$ cat config.mk
export PLATFORM = sky130hd
export DESIGN_NAME = log_fetch_arbiter
export DESIGN_NICKNAME = d
export VERILOG_FILES = /design/src/rtl/log_pkg.sv /design/src/rtl/rr_arbiter.sv /design/src/rtl/log_fetch_arbiter.sv
export SDC_FILE = /design/constraint.sdc
export NUM_CORES = 1
export LEC_CHECK = 0
export CORE_MARGIN = 4
export CORE_UTILIZATION = 30
export CTS_CLUSTER_DIAMETER = 30
export DETAILED_ROUTE_END_ITERATION = 12
export PLACE_DENSITY = 0.52
export SKIP_CTS_REPAIR_TIMING = 1
export SLEW_MARGIN = 20
export SYNTH_ARGS = -nofsm -noshare
export SYNTH_HDL_FRONTEND = slang
export SYNTH_SLANG_ARGS = --single-unit
$ cat constraint.sdc
create_clock -name clk -period 2.92 [get_ports clk]
set_input_delay 0.438 -clock clk [delete_from_list [all_inputs] [get_ports clk]]
set_output_delay 0.438 -clock clk [all_outputs]
set_load 0.05 [all_outputs]
$ cat src/rtl/log_pkg.sv
// Shared types and constants for the log-entry fetch path between the
// iDFI/CFI checkers and the PS-side memory read master.
package log_pkg;

    // Log table window: first and last valid entry start addresses.
    localparam logic [31:0] LOGTABLE_ADDRINIT = 32'h1FEF_F800;
    localparam logic [31:0] LOGTABLE_ADDREND  = 32'h1FEF_FBF0;

    // Entry geometry: three 32-bit words, ID / addr / data.
    localparam int LOG_ENTRY_BYTES    = 12;
    localparam int LOG_WIDTH          = 96;
    localparam int LOG_N_WORDS        = 3;
    localparam int LOG_TIMEOUT_CYCLES = 256;

    // Fetch sequencer states.
    typedef enum logic [1:0] {
        IDLE    = 2'b00,
        RD_WORD = 2'b01,
        DONE    = 2'b10
    } log_state_e;

    // Entry address is usable only if word aligned and inside the table window.
    function automatic logic log_addr_ok(input logic [31:0] addr,
                                         input logic [31:0] lo,
                                         input logic [31:0] hi);
        return (addr[1:0] == 2'b00) && (addr >= lo) && (addr <= hi);
    endfunction

endpackage

$ cat src/rtl/rr_arbiter.sv
// Combinational round-robin picker: searches the request vector starting at
// the pointer and returns the first asserted requester as one-hot and index.
module rr_arbiter #(
    parameter int N_REQ = 2,
    parameter int IDX_W = 1
) (
    input  logic [N_REQ-1:0] req,
    input  logic [IDX_W-1:0] ptr,
    output logic [N_REQ-1:0] grant,
    output logic [IDX_W-1:0] idx,
    output logic             any
);

    // Rotating priority search beginning at ptr; first hit wins.
    always_comb begin
        grant = '0;
        idx   = '0;
        any   = 1'b0;
        for (int i = 0; i < N_REQ; i++) begin
            if (!any && req[(int'(ptr) + i) % N_REQ]) begin
                any                                = 1'b1;
                grant[(int'(ptr) + i) % N_REQ]     = 1'b1;
                idx                                = IDX_W'((int'(ptr) + i) % N_REQ);
            end else begin
                any = any;
            end
        end
    end

endmodule

$ cat src/rtl/log_fetch_arbiter.sv
// Shares one single-word memory read port among N_REQ log consumers.
// Each granted request fetches a 3-word log entry and returns it as one
// 96-bit word {word0(ID), word1(addr), word2(data)}.
module log_fetch_arbiter #(
    parameter int          N_ADDR_WIDTH      = 32,
    parameter int          N_DATA_WIDTH      = 32,
    parameter int          N_REQ             = 2,
    parameter logic [31:0] LOGTABLE_ADDRINIT = log_pkg::LOGTABLE_ADDRINIT,
    parameter logic [31:0] LOGTABLE_ADDREND  = log_pkg::LOGTABLE_ADDREND,
    parameter int          N_WORDS_PER_LOG   = log_pkg::LOG_N_WORDS,
    parameter int          TIMEOUT_CYCLES    = log_pkg::LOG_TIMEOUT_CYCLES
) (
    input  logic                                  clk,
    input  logic                                  rst,
    input  logic [N_REQ-1:0]                      i_rq,
    input  logic [N_REQ*N_ADDR_WIDTH-1:0]         i_addr,
    output logic [N_REQ-1:0]                      o_done,
    output logic                                  o_err,
    output logic [N_WORDS_PER_LOG*N_DATA_WIDTH-1:0] o_data,
    output logic                                  o_mem_rd_req,
    output logic [N_ADDR_WIDTH-1:0]               o_mem_addr,
    input  logic                                  i_mem_rd_ack,
    input  logic [N_DATA_WIDTH-1:0]               i_mem_rd_data
);

    import log_pkg::*;

    localparam int IDX_W    = (N_REQ > 1) ? $clog2(N_REQ) : 1;
    localparam int WIDX_W   = (N_WORDS_PER_LOG > 1) ? $clog2(N_WORDS_PER_LOG) : 1;
    localparam int TMR_W    = $clog2(TIMEOUT_CYCLES + 1);
    localparam int ENTRY_W  = N_WORDS_PER_LOG * N_DATA_WIDTH;

    log_state_e             state_r;
    logic [IDX_W-1:0]       ptr_r;
    logic [IDX_W-1:0]       gnt_idx_r;
    logic [N_REQ-1:0]       gnt_oh_r;
    logic [WIDX_W-1:0]      word_idx_r;
    logic [TMR_W-1:0]       tmr_r;
    logic                   err_r;
    logic [ENTRY_W-1:0]     entry_r;

    logic [N_REQ-1:0]       arb_grant_s;
    logic [IDX_W-1:0]       arb_idx_s;
    logic                   arb_any_s;
    logic [N_ADDR_WIDTH-1:0] sel_addr_s;
    logic                   sel_addr_ok_s;

    rr_arbiter #(
        .N_REQ (N_REQ),
        .IDX_W (IDX_W)
    ) u_rr_arbiter (
        .req   (i_rq),
        .ptr   (ptr_r),
        .grant (arb_grant_s),
        .idx   (arb_idx_s),
        .any   (arb_any_s)
    );

    // Address offered by the requester the arbiter currently favours, and its validity.
    always_comb begin
        sel_addr_s    = i_addr[arb_idx_s*N_ADDR_WIDTH +: N_ADDR_WIDTH];
        sel_addr_ok_s = log_addr_ok(sel_addr_s, LOGTABLE_ADDRINIT, LOGTABLE_ADDREND);
    end

    // Fetch sequencer: grant, walk the entry's words, then report on the granted lane.
    always_ff @(posedge clk) begin
        if (!rst) begin
            state_r      <= IDLE;
            ptr_r        <= '0;
            gnt_idx_r    <= '0;
            gnt_oh_r     <= '0;
            word_idx_r   <= '0;
            tmr_r        <= '0;
            err_r        <= 1'b0;
            entry_r      <= '0;
            o_done       <= '0;
            o_err        <= 1'b0;
            o_data       <= '0;
            o_mem_rd_req <= 1'b0;
            o_mem_addr   <= '0;
        end else begin
            // Completion flags are single-cycle pulses.
            o_done <= '0;
            o_err  <= 1'b0;
            case (state_r)
                IDLE: begin
                    if (arb_any_s) begin
                        gnt_idx_r  <= arb_idx_s;
                        gnt_oh_r   <= arb_grant_s;
                        word_idx_r <= '0;
                        tmr_r      <= '0;
                        if (sel_addr_ok_s) begin
                            err_r        <= 1'b0;
                            o_mem_rd_req <= 1'b1;
                            o_mem_addr   <= sel_addr_s;
                            state_r      <= RD_WORD;
                        end else begin
                            // Bad address never reaches the memory port.
                            err_r   <= 1'b1;
                            state_r <= DONE;
                        end
                    end
                end
                RD_WORD: begin
                    if (i_mem_rd_ack) begin
                        // word0 lands in the most significant slot.
                        entry_r[(N_WORDS_PER_LOG - 1 - int'(word_idx_r))*N_DATA_WIDTH +: N_DATA_WIDTH]
                            <= i_mem_rd_data;
                        tmr_r <= '0;
                        if (word_idx_r == WIDX_W'(N_WORDS_PER_LOG - 1)) begin
                            o_mem_rd_req <= 1'b0;
                            state_r      <= DONE;
                        end else begin
                            word_idx_r <= word_idx_r + WIDX_W'(1);
                            o_mem_addr <= o_mem_addr + N_ADDR_WIDTH'(4);
                        end
                    end else if (tmr_r == TMR_W'(TIMEOUT_CYCLES - 1)) begin
                        o_mem_rd_req <= 1'b0;
                        err_r        <= 1'b1;
                        state_r      <= DONE;
                    end else begin
                        tmr_r <= tmr_r + TMR_W'(1);
                    end
                end
                DONE: begin
                    o_done  <= gnt_oh_r;
                    o_err   <= err_r;
                    o_data  <= err_r ? '0 : entry_r;
                    ptr_r   <= (gnt_idx_r == IDX_W'(N_REQ - 1)) ? '0 : gnt_idx_r + IDX_W'(1);
                    state_r <= IDLE;
                end
                default: begin
                    o_mem_rd_req <= 1'b0;
                    state_r      <= IDLE;
                end
            endcase
        end
    end

endmodule

Word level (Yosys, flattened, before mapping)
Cells that the tools add are included.
W data, S select, Z words.

cells by class
  $add $sub $neg = 7
  multipliers = 0
  div/mod/pow operators = 0
  order comparisons = 6
  eq/ne operators = 13
  shift-type cells = 3
  multiplexer cells = 48
  bitwise operators = 3
  reduce and logical (&&, ||, !) cells = 18

operators with widths
  cell                        number
  $mux W32                    4
  $bwmux W96                  1
  $mux W96                    1
  $shift A32 B33 Y96 const A  1
  $shiftx A32 B33 Y96         1
  $pmux W32 S2                1
  $shiftx A64 B7 Y32          1
  $neg A8 Y33                 1
  $add A32 B3 Y32 const B     1
  $ge A32 B29 Y1 const B      1
  $le A32 B29 Y1 const B      1
  $mux W9                     3
  $mux W1                     21
  $mux W2                     10
  $pmux W9 S2                 1
  $ne A2 B2 Y1 const B        6
  $reduce_and A5 Y1           2
  $add A9 B1 Y9 const B       1
  $eq A9 B8 Y1 const B        1
  $ne A3 B3 Y1 const B        3
  $pmux W2 S2                 2
  $reduce_and A4 Y1           2
  $reduce_and A2 Y1           3
  $reduce_and A3 Y1           2
  19 further kinds            27

storage, ports and cells
  bits in registers = 246
  bits in latches = 0
  RAM bits = 0
  ROM bits = 0
  word-level logic and storage cells = 111
  memories = 0

Logic depth before layout (Yosys ltp)
  depth after elaboration = 14
  mapped depth = 10
  mapped depth without buffers = 9

Hierarchy
A second synthesis with hierarchy kept.

second synthesis, totals
  cell total of the unflattened synthesis = 1,007
  area total of the unflattened synthesis = 9,805.7 um^2

by module, submodules not included
  module             instances  cells each  area an instance (um^2)  seq. area each (um^2)
  log_fetch_arbiter  1          1,002       9,773.1                  4,924.7
  rr_arbiter         1          5           32.5                     0.0

Worst setup path before layout
OpenSTA, ideal clock, no wires.

  path kind = register to register
  from = reg o_mem_addr[2]
  to = reg o_mem_addr[30]
  library setup time = 0.074 ns
  data arrival time = 2.302 ns
  setup slack = 0.544 ns
  stages on the path, launching flop included = 8
  path buffers = 0
  cell sequence = dfxtp_1 -> ha_1 -> nand3_1 -> nor2_1 -> and4_1 -> nand3_1 -> or4_1 -> a31oi_1

on the way
  word-level cells in the longest chain between the ends = 4

ends and longest elaborated chain
  what                    line                      source
  from (decl)             log_fetch_arbiter.sv:21   output logic [N_ADDR_WIDTH-1:0] o_mem_addr,
  from (signal assigned)  log_fetch_arbiter.sv:95   o_mem_addr <= sel_addr_s;
  from (signal assigned)  log_fetch_arbiter.sv:115  o_mem_addr <= o_mem_addr + N_ADDR_WIDTH'(4);
  $add A32 B3 Y32         log_fetch_arbiter.sv:115
  $mux W32                log_fetch_arbiter.sv:110  if (word_idx_r == WIDX_W'(N_WORDS_PER_LOG - 1)) begin
  $mux W32                log_fetch_arbiter.sv:105  if (i_mem_rd_ack) begin
  $pmux W32 S2            log_fetch_arbiter.sv:85   case (state_r)

Every way passes these cells. The select of a mux whose other input is x is not followed.
A chain may end at the register's enable or synchronous reset.

Worst setup path after layout
  from = reg o_mem_addr[16]
  to = out o_mem_addr[16]

No word-level cell between the ends.

==> results.cfg <==
[worst_setup_path]
crit_path_cell_trace = clkdlybuf4s50_1
cp.arrival_ns = 1.94
end_kind = primary output
start_kind = flip-flop
path_max_fanout = 8
critical_path.top_delay_family = buffers and inverters
required_ns = 2.48
crit_buf_inv = 1
max_stage_delay_ns = 0.91
path_class = flip-flop to primary output
slowest_stage = clkdlybuf4s50_1

[cells_and_area]
final-seq-area_mm2 = 0.00492
multi_input_area_mm2 = 0.00422
drive_above_1_share = 0.106
stdcell_count = 1694
diodes = 0
synthToLayoutAreaGrowth_pct = 49.3
fin_nets = 1365
final_common_cell = dfxtp_1
final_cell_mix = dfxtp_1, clkdlybuf4s50_1, nor2_1, a22o_1, a22oi_1
final.fill_count = 2909

[timing]
hold_violations = 0
whs_ns = 0.453
max_freq_mhz = 420
setup_viol = 0
drv_slew = 0
rsz0062_at_grt = false
fin_ws_ns = 0.537
worstMarginPinSlew_ns = 0.624
relSlewSlack = 0.583
setup_tns_ns = 0
clock_skew_ns = 0.0267
finalCriticalPeriod_ns = 2.38
period_share = 0.816

[pwr]
swShare = 0.226
ir_worst_vdd_v = 0.000456
clkPwrFrac = 0.606
p_seq_frac = 0.341
p_switching_mw = 2.26
power.density_mw_per_mm2 = 708
p_comb_frac = 0.053
internal_power_mw = 7.75
p_leak_nw = 5.20

[drt]
route.antenna.remaining_nets = 0
drc = 0
wl_per_cell_um = 18.4
drtIter0Drc = 542
first_pass_iters = 5
viasPerCell = 5.19
vias = 8784
totalWireLength_mm = 31.2

[clock_network]
clk_path_buf_depth = 3
htree_levels = 2
cts_tree = built
clock_latency_ns = 0.57
cts_inserted_buffers = 55
cts-root-buf = clkbuf_16
clkSlewWorstSetupHoldPaths_ns = 0.05
cts.sinks = 246

[yosys]
netlist_instances = 1017
synth.ff_latch_count = 246
syn_area_per_cell_um2 = 9.31
ys_async_sr_fraction = 0
ys.warnings.count = 0
synth-main-ff-cell = dfxtp_1
synth_edf_count = 0
ys_seq_area_frac = 0.520
yosysUniqueCellTypes = 59
synth_nets = 1126
synth.cell_area_mm2 = 0.00947

[global_route]
overflow = 0
grt_max_degree = 79
grt_pass1_wl_mm = 48.7
antenna_found_initial = 0
grt.total_usage = 0.175
grt_pass1_vias = 8593

[die]
rows = 64
core_region_area_mm2 = 0.0308
ios = 233
dieArea_mm2 = 0.0345
fp.dieH_um = 186
start_util = 0.307
fp.dieW_um = 186

[placement]
place_congestion = 0.854
portBuffers = 232
place_hpwl_mm = 20.5
dp.cells = 1595
dp_worst_setup_slack_ns = 0.142

[flow_run]
cap_viol_max_count = 0

[worst_hold_path]
min_path_type = flip-flop to flip-flop

[run_status]
status = completed
metrics by stage:
step	total power, mW	area, µm²	util
floorplan	3.72	9470	-
global placement	4.01	12300	0.398
detailed placement	4.01	12300	0.398
CTS	10.1	14100	0.459
global route	10.4	14100	0.459
finish	10.0	14100	0.459
worst paths after layout:
path / start / end / slack, ns / cells past startpoint
max: o_mem_addr[16] / o_mem_addr[16] / 0.54 / 1
min: gnt_idx_r / gnt_idx_r / 0.45 / 2
min reg2reg: gnt_idx_r / gnt_idx_r / 0.45 / 2
max reg2reg: o_mem_addr[2] / o_mem_addr[30] / 0.55 / 7
power groups by stage:
stage	Clock, mW	Combinational (mW)	Sequential, mW
2_1_floorplan	0	0.208	3.51
3_3_place_gp	0	0.534	3.47
3_5_place_dp	0	0.534	3.47
4_1_cts	6.18	0.538	3.41
5_1_grt	6.37	0.577	3.41
6_report	6.06	0.533	3.41
logic make-up (layout without fill, tap and decap cells):
logic type / count (synthesis) / after routing / synth area share
compound gates: 324 / 324 / 0.253
simple gates: 338 / 338 / 0.163
fa+ha+maj: 8 / 8 / 0.0106
mux: 10 / 10 / 0.0107
buf+inv: 86 / 367 / 0.0387
flops: 246 / 246 / 0.520
xor+xnor: 5 / 5 / 0.00462
cell usage after synthesis, types with 3 or more instances:
cell	count	area [µm²]
and3_1	10	62.6
nor3_1	25	125
nand2_1	80	300
or2_2	3	18.8
nor4_1	9	56.3
buf_6	4	45.0
nand2b_1	5	31.3
a211o_1	3	26.3
nand4_1	14	87.6
buf_1	6	22.5
xor2_1	4	35.0
nand3_1	26	130
mux2i_1	9	90.1
o21bai_1	3	22.5
ha_1	8	100
nor2_1	143	537
o211ai_1	6	45.0
o21ai_0	21	105
o221a_2	6	67.6
o22ai_1	9	56.3
a22oi_1	97	728
o21ai_1	5	25.0
inv_1	9	33.8
buf_4	3	22.5
o21a_1	3	22.5
a21oi_1	57	285
clkbuf_1	61	229
nand4b_1	6	52.6
a22o_1	97	850
dfxtp_1	246	4920
sequential cells by signal, indices dropped and copies added, names as in the netlist, 2 cells and up:
name / count
entry_r: 96
o_data: 96
o_mem_addr: 32
tmr_r: 9
gnt_oh_r: 2
o_done: 2
state_r: 2
word_idx_r: 2
metal layers:
layer  track usage  vias to the layer above  wire length, µm
met5             0                        -                0
met4        0.0495                        0              601
met3        0.0377                       42             1580
li1              -                     4256                -
met1         0.234                     4254            14200
met2         0.288                      232            14800
cell type report:
class | count | area share
multi-input combinational | 685 | 0.299
clock inverter | 24 | 0.0241
clock buffer | 75 | 0.109
inverter | 10 | 0.00283
tap | 396 | 0.0350
sequential | 246 | 0.348
timing repair buffer | 258 | 0.182
No activity file was read; power rests on OpenSTA's default activity.
